`config.mk`:
```
export PLATFORM = sky130hd
export DESIGN_NAME = mac_tx_ctrl
export DESIGN_NICKNAME = d
export VERILOG_FILES = /design/src/rtl/mac_tx_ctrl_pkg.sv /design/src/rtl/mac_tx_ctrl.sv
export SDC_FILE = /design/constraint.sdc
export NUM_CORES = 1
export LEC_CHECK = 0
export BUFFER_PORTS_ARGS = -buffer_cell sky130_fd_sc_hd__buf_2
export CAP_MARGIN = 25
export CORE_UTILIZATION = 33
export CTS_CLUSTER_SIZE = 28
export DETAILED_ROUTE_END_ITERATION = 7
export HOLD_SLACK_MARGIN = 0.05
export PLACE_DENSITY = 0.58
export SLEW_MARGIN = 40
export SYNTH_ARGS = -nofsm -noshare
export SYNTH_HDL_FRONTEND = slang
export SYNTH_SLANG_ARGS = --single-unit
```
`constraint.sdc`:
```
create_clock -name i_clk -period 3.1 [get_ports i_clk]
set_input_delay 0.62 -clock i_clk [delete_from_list [all_inputs] [get_ports i_clk]]
set_output_delay 0.62 -clock i_clk [all_outputs]
set_load 0.005 [all_outputs]
```
`src/rtl/mac_tx_ctrl_pkg.sv`:
```
// Shared MAC TX constants and the sequencer state type.
// Header count, channel count and minimum IFG feed the defaults of mac_tx_ctrl.
package mac_tx_ctrl_pkg;

  localparam int N_CHANNELS        = 8;
  localparam int MAC_HDR_CNT       = 1;
  localparam int W_MAC_HDR_CNT     = (MAC_HDR_CNT > 1) ? $clog2(MAC_HDR_CNT) : 1;
  localparam int MAC_MIN_IFG_BYTES = 12;
  localparam int MAC_IFG_WORDS     = (MAC_MIN_IFG_BYTES + N_CHANNELS - 1) / N_CHANNELS;

  typedef enum logic [2:0] {
    IDLE,
    HDR,
    DATA,
    ERR,
    IFG
  } tx_ctrl_state_e;

endpackage

```
`src/rtl/mac_tx_ctrl.sv`:
```
// TX MAC sequencer: pops frames from the TX buffer and strobes framegen through
// header, data and inter-frame gap, aborting the frame on buffer underflow.
module mac_tx_ctrl
  import mac_tx_ctrl_pkg::*;
#(
  parameter int IFG_WORDS     = MAC_IFG_WORDS,
  parameter int W_FRAME_WORDS = 11
) (
  input  logic                     i_clk,
  input  logic                     i_reset_n,
  input  logic                     i_clk_en,
  input  logic                     i_frame_rdy,
  input  logic [W_FRAME_WORDS-1:0] i_frame_words,
  output logic                     o_frame_ack,
  output logic                     o_buf_ren,
  input  logic                     i_buf_underflow,
  output logic                     o_frame_abort,
  output logic                     o_gen_hdr,
  output logic [W_MAC_HDR_CNT-1:0] o_hdr_id,
  output logic                     o_gen_data,
  output logic                     o_gen_idle,
  output logic                     o_gen_ifg,
  output logic                     o_gen_error,
  output logic                     o_busy
);

  localparam int W_IFG = (IFG_WORDS > 1) ? $clog2(IFG_WORDS) : 1;

  localparam logic [W_MAC_HDR_CNT-1:0] HDR_LAST = W_MAC_HDR_CNT'(MAC_HDR_CNT - 1);
  localparam logic [W_IFG-1:0]         IFG_LOAD = W_IFG'(IFG_WORDS - 1);
  localparam logic [W_FRAME_WORDS-1:0] REM_ONE  = W_FRAME_WORDS'(1);

  tx_ctrl_state_e           r_state,   w_state_nxt;
  logic [W_FRAME_WORDS-1:0] r_rem,     w_rem_nxt;
  logic [W_MAC_HDR_CNT-1:0] r_hdr_cnt, w_hdr_cnt_nxt;
  logic [W_IFG-1:0]         r_ifg_cnt, w_ifg_cnt_nxt;
  logic                     w_run;
  logic                     w_start;

  // Reset is folded in so the Mealy pulses are quiet while reset is held.
  assign w_run   = i_clk_en & i_reset_n;
  assign w_start = i_frame_rdy && (i_frame_words != '0);

  // NOTE: sequential state uses non-blocking assignments so every flop samples
  // the pre-edge values regardless of statement order.
  always_ff @(posedge i_clk or negedge i_reset_n) begin
    if (!i_reset_n) begin
      r_state   <= IDLE;
      r_rem     <= '0;
      r_hdr_cnt <= '0;
      r_ifg_cnt <= '0;
    end else begin
      r_state   <= w_state_nxt;
      r_rem     <= w_rem_nxt;
      r_hdr_cnt <= w_hdr_cnt_nxt;
      r_ifg_cnt <= w_ifg_cnt_nxt;
    end
  end

  always_comb begin
    // NOTE: every output of this block gets a default first; a path that
    // skips an assignment would otherwise infer a latch.
    w_state_nxt   = r_state;
    w_rem_nxt     = r_rem;
    w_hdr_cnt_nxt = r_hdr_cnt;
    w_ifg_cnt_nxt = r_ifg_cnt;
    o_frame_ack   = 1'b0;
    o_buf_ren     = 1'b0;
    o_frame_abort = 1'b0;

    if (w_run) begin
      unique case (r_state)
        IDLE: begin
          if (i_frame_rdy) begin
            o_frame_ack = 1'b1;
            if (w_start) begin
              w_rem_nxt     = i_frame_words;
              w_hdr_cnt_nxt = '0;
              w_state_nxt   = HDR;
            end
          end
        end
        HDR: begin
          if (r_hdr_cnt == HDR_LAST) begin
            o_buf_ren   = 1'b1;
            w_state_nxt = DATA;
          end else begin
            w_hdr_cnt_nxt = r_hdr_cnt + 1'b1;
          end
        end
        DATA: begin
          // The word prefetched in HDR means the last data cycle issues no read.
          if (i_buf_underflow) begin
            o_frame_abort = 1'b1;
            w_state_nxt   = ERR;
          end else if (r_rem > REM_ONE) begin
            o_buf_ren = 1'b1;
            w_rem_nxt = r_rem - 1'b1;
          end else begin
            w_ifg_cnt_nxt = IFG_LOAD;
            w_state_nxt   = IFG;
          end
        end
        ERR: begin
          w_ifg_cnt_nxt = IFG_LOAD;
          w_state_nxt   = IFG;
        end
        IFG: begin
          if (r_ifg_cnt != '0) begin
            w_ifg_cnt_nxt = r_ifg_cnt - 1'b1;
          end else if (w_start) begin
            o_frame_ack   = 1'b1;
            w_rem_nxt     = i_frame_words;
            w_hdr_cnt_nxt = '0;
            w_state_nxt   = HDR;
          end else begin
            w_state_nxt = IDLE;
          end
        end
        default: w_state_nxt = IDLE;
      endcase
    end
  end

  assign o_gen_idle  = (r_state == IDLE);
  assign o_gen_hdr   = (r_state == HDR);
  assign o_gen_data  = (r_state == DATA);
  assign o_gen_error = (r_state == ERR);
  assign o_gen_ifg   = (r_state == IFG);
  assign o_hdr_id    = (r_state == HDR) ? r_hdr_cnt : '0;
  assign o_busy      = (r_state != IDLE);

  a_gen_onehot: assert property (@(posedge i_clk) disable iff (!i_reset_n)
    $onehot({o_gen_hdr, o_gen_data, o_gen_idle, o_gen_ifg, o_gen_error}));

endmodule
```
Word level (Yosys, flattened, before mapping)
Cells that the tools add are included.
- add/subtract/negate cells: 3
- magnitude comparators: 1
- equality and inequality tests: 12
- mux-type cells: 37
- bitwise operators: 1
- reductions and logical operators: 11
- operators by type and width (kind ; count):
    11-bit two-way mux ; 5
    11-bit case mux with 3 select lines ; 1
    1-bit two-way mux ; 20
    3-bit two-way mux ; 6
    3-bit case mux with 5 select lines ; 1
    6-bit AND reduction ; 2
    3-bit nonzero test ; 4
    11-bit by 1-bit greater-than comparator with 1-bit output (second input constant) ; 1
    11-bit nonzero test ; 1
    11-bit by 1-bit subtractor with 11-bit output (second input constant) ; 1
    2-bit != test (second input constant) ; 5
    4-bit AND reduction ; 2
    3-bit by 2-bit equality test with 1-bit output (second input constant) ; 2
    1-bit case mux with 3 select lines ; 2
    2-bit by 1-bit != test with 1-bit output (second input constant) ; 2
    1-bit case mux with 2 select lines ; 2
    3-bit by 1-bit equality test with 1-bit output (second input constant) ; 1
    3-bit equality test (second input constant) ; 1
    3-bit zero test ; 1
    3-bit != test (second input constant) ; 1
    1-bit adder (second input constant) ; 1
    1-bit bitwise AND ; 1
    1-bit logical AND ; 1
    1-bit subtractor (second input constant) ; 1
- register bits: 16
- bits of input ports: 16
- output and inout bits: 10
- logic and storage cells: 69

Longest topological paths before layout
- depth in word-level cells: 6
- mapped depth: 8

Least setup slack after synthesis
Ideal clock, no wire load.
- path kind: register to output
- start point: register r_rem[8]
- end point: output port o_buf_ren
- data arrival time: 1.695 ns
- slack: 0.785 ns
- stages on the path, launching flop included: 5
- buffers on the path: 0
- cell sequence: dfrtp_1 -> or4_4 -> or4_1 -> a21oi_1 -> nor2_1
- word-level cells in the longest chain between the ends: 5
- RTL lines (item ; line ; text):
    start, declared ; mac_tx_ctrl.sv:34 ; logic [W_FRAME_WORDS-1:0] r_rem, w_rem_nxt;
    start signal, assigned ; mac_tx_ctrl.sv:54 ; r_rem <= w_rem_nxt;
    11-bit by 1-bit greater-than comparator with 1-bit output ; mac_tx_ctrl.sv:96 ; end else if (r_rem > REM_ONE) begin
    1-bit two-way mux ; mac_tx_ctrl.sv:96 ;
    1-bit two-way mux ; mac_tx_ctrl.sv:93 ; if (i_buf_underflow) begin
    1-bit case mux with 2 select lines ; mac_tx_ctrl.sv:72 ; unique case (r_state)
    1-bit two-way mux ; mac_tx_ctrl.sv:71 ; if (w_run) begin
    end, declared ; mac_tx_ctrl.sv:15 ; output logic o_buf_ren,
No other way between the ends.

Worst setup path in the final report
Same ends and word-level chain as after synthesis.

==> results.rst <==
.. list-table::
   :header-rows: 1

   * - Metric
     - Value
   * - Worst-path clk slew
     - approximately 0.090 ns
   * - Max-slew headroom at the worst pin
     - 56.2%
   * - Critical path arrival
     - about 2.2 ns
   * - Detailed-placement wirelength estimate
     - 2.15 mm
   * - Slew Viols, Final
     - 0
   * - H-tree Lvls
     - 1
   * - Vias in the first global route
     - a little under 1000
   * - Power Dens Cells
     - 841 nW/µm²
   * - Total buffers and inverters traversed by the critical path
     - 1
   * - Die area
     - between 3000 and 4000 µm²
   * - Worst endpoint required time
     - approximately 2.5 ns
   * - Post-CTS Setup Bufs
     - 0
   * - Core Footprint
     - around 3300 µm²
   * - Gr ovfl total
     - 0
   * - FILL cells
     - about 360
   * - Hold WC Path Type
     - in -> async
   * - EDFF count, synth
     - 0
   * - Height of the die
     - approximately 61 µm
   * - CTS root buffer
     - clkbuf_4
   * - Total Power
     - 1.12 mW
   * - Final setup violation count
     - 0
   * - Synthesis Warnings
     - 0
   * - Critical Path, Cell by Cell
     - or4_4, or4_1, a21oi_1, nor2_1, buf_2
   * - GPL Wtd Cong
     - around 0.78
   * - Maximum number of pins on one net before global-route repair
     - 21
   * - Count of maximum capacitance violations
     - 0
   * - Startpoint kind of the worst setup timing path
     - flip-flop
   * - Instance count of the mapped netlist
     - 140
   * - Number of primary I/O pins
     - 26
   * - Via count
     - roughly 1200
   * - Buffer depth of the longest clock path
     - 2
   * - Relative area change from synthesis to final layout
     - 15.7%
   * - Number of diodes
     - 0
   * - Maximum clock skew at final layout
     - between 0.005 and 0.006 ns
   * - First-pass GRT wire length
     - approximately 4.8 mm
   * - Final hold vios
     - 0
   * - Async set-or-reset flop fraction in the synthesized netlist
     - 100%
   * - Critical path start-end classification
     - reg -> out
   * - TritonCTS Sinks
     - 15
   * - Violation count after the first detailed-route iteration
     - approximately 70
   * - Dominant register cell in the synthesized netlist
     - dfrtp_1
   * - Final min period
     - roughly 2.8 ns
   * - Count of TritonRoute iterations in the first routing pass
     - 4
   * - Fmax achieved
     - approximately 350 MHz
   * - Final clock period utilization by the worst path
     - 91.2%
   * - Total standard cell area after synthesis
     - 1150 µm²
   * - Initial Utilization
     - 34.5%
   * - Routed via count divided by cell count
     - approximately 5.5
   * - Worst vdd ir
     - ~0.25 mV
   * - Count of buffers from port buffering
     - 24
   * - Row Count
     - 21
   * - Total routing resource utilization after global routing
     - approximately 17%
   * - Least-Margin Pin Slew
     - between 0.6 and 0.7 ns
   * - Setup Total Neg Slack
     - 0 ns
   * - Number of routed nets with antenna violations
     - 0
   * - Average wire per cell in the routed design
     - 13.8 µm
   * - Clock insertion delay at the later pin of the skew report
     - approximately 0.28 ns
   * - Total routed wirelength
     - ~2.9 mm
   * - Residual DRC count
     - 0
   * - Largest stage delay on the critical path
     - between 0.5 and 0.6 ns
   * - Count of instances resized after the clock tree is built
     - 0
   * - Proportion of layout cells with a drive suffix above 1
     - a little under a quarter
   * - TritonCTS clock tree
     - yes
   * - Gate family responsible for the most delay along the worst path
     - simple AND/OR/NAND/NOR gates
   * - Initial antenna violation count
     - 0
   * - Synthesized area per cell
     - 8.21 µm²
   * - Number of nets in the final layout
     - between 150 and 200
   * - Maximum fanout along the worst path
     - 6
   * - Unrepaired setup endpoints after global routing
     - false
   * - Number of hold buffers added after cts
     - 0
   * - Leakage power
     - 0.612 nW
   * - Proportion of synthesized chip area in sequential cells
     - between 30% and 40%
   * - Post-Synthesis Net Count
     - between 150 and 200
   * - Nature of the critical path endpoint
     - primary output
   * - Number of register bits inferred by synthesis
     - 15
   * - Count of unique library cells instantiated by Yosys
     - 47
   * - Overall die width
     - around 61 µm
   * - Top cell type's share of synthesized area
     - 32.6%
   * - Number of buffers added by the clock tree synthesis step
     - 3
   * - Cells taking the most area after synthesis
     - dfrtp_1 33%, a31oi_1 5.4%, nand2_1 4.6%
   * - Count leader, synth
     - dfrtp_1
   * - Outcome
     - finished, final reports clean
   * - Leading area contributor after synthesis
     - dfrtp_1
   * - Worst-path cell with the longest stage delay
     - or4_1
   * - Cell types with the highest counts after synthesis
     - 15 x dfrtp_1, 14 x nand2_1, 12 x nor2_1
-- logic make-up (layout without fill, tap and decap cells) --
family | count (synthesis) | in the layout | share of synthesized area [%]
fa+ha+maj | 2 | 2 | 2.18
compound gates | 48 | 48 | 28.2
other cells | 1 | 1 | 0.326
simple gates | 55 | 55 | 26.8
mux | 2 | 2 | 3.26
flops | 15 | 15 | 32.6
buf+inv | 17 | 40 | 6.64
-- placed cells by master (no fill, tap or decap), drive strengths merged, types with 2 or more instances in the layout --
| master | n |
|---|---|
| nand2 | 14 |
| o21ai | 7 |
| nor2 | 12 |
| or3 | 2 |
| inv | 10 |
| and2 | 3 |
| a21oi | 9 |
| clkbuf | 4 |
| nor3 | 3 |
| o31ai | 4 |
| a31o | 2 |
| buf | 26 |
| a21o | 4 |
| nand3 | 3 |
| nand2b | 2 |
| a31oi | 10 |
| nor4 | 4 |
| and3 | 2 |
| ha | 2 |
| dfrtp | 15 |
| or4 | 5 |
| nor3b | 2 |
-- power by group --
group | switching (mW) | internal [mW] | total, mW
clock network | 0.0644 | 0.0499 | 0.114
registers | 0.141 | 0.289 | 0.429
logic | 0.318 | 0.257 | 0.575
total | 0.523 | 0.596 | 1.12
-- cell type report --
class,instances,area (µm²),share of cell area (%)
Multi-Input combinational cell,108,698,52.5
Sequential cell,15,375,28.2
Timing Repair Buffer,26,135,10.2
Tap cell,46,57.6,4.33
Inverter,10,37.5,2.82
Clock buffer,4,26.3,1.98
-- routing by layer --
metal / vias up / track usage [%] / wire, µm
met1: 547 / 26.0 / 1380
met3: 2 / 2.52 / 137
met4: 0 / 5.84 / 29
li1: 574 / - / -
met2: 29 / 24.7 / 1330
met5: - / 0 / 0
-- metrics by stage --
| step | setup WS [ns] | utilization [%] | hold slack (ns) | instances | cell area (µm²) |
|---|---|---|---|---|---|
| after floorplan | 0.785 | - | 0.324 | 140 | 1150 |
| after global placement | 0.608 | 39.1 | 0.536 | 205 | 1300 |
| after detailed placement | 0.595 | 39.1 | 0.547 | 205 | 1300 |
| after CTS | 0.261 | 39.9 | 0.241 | 209 | 1330 |
| after global routing | 0.185 | 39.9 | 0.268 | 209 | 1330 |
| final | 0.274 | 39.9 | 0.239 | 209 | 1330 |
-- final timing paths --
check                           startpoint   endpoint  slack (ns)  cells after the start
worst min register to register   r_ifg_cnt  r_ifg_cnt        0.55                      2
worst max register to register  r_state[2]   r_rem[1]        0.91                      5
max in group asynchronous        i_reset_n   r_rem[4]        2.58                      1
worst max-delay path              r_rem[8]  o_buf_ren        0.27                      5
worst min-delay path             i_reset_n   r_rem[0]        0.24                      1
min in group i_clk               r_ifg_cnt  r_ifg_cnt        0.55                      2
-- flip-flops by register name (all words and copies together) (netlist names) --
name	count
r_rem	11
r_ifg_cnt	1
r_state	3
(Power assumes the default switching activity.)
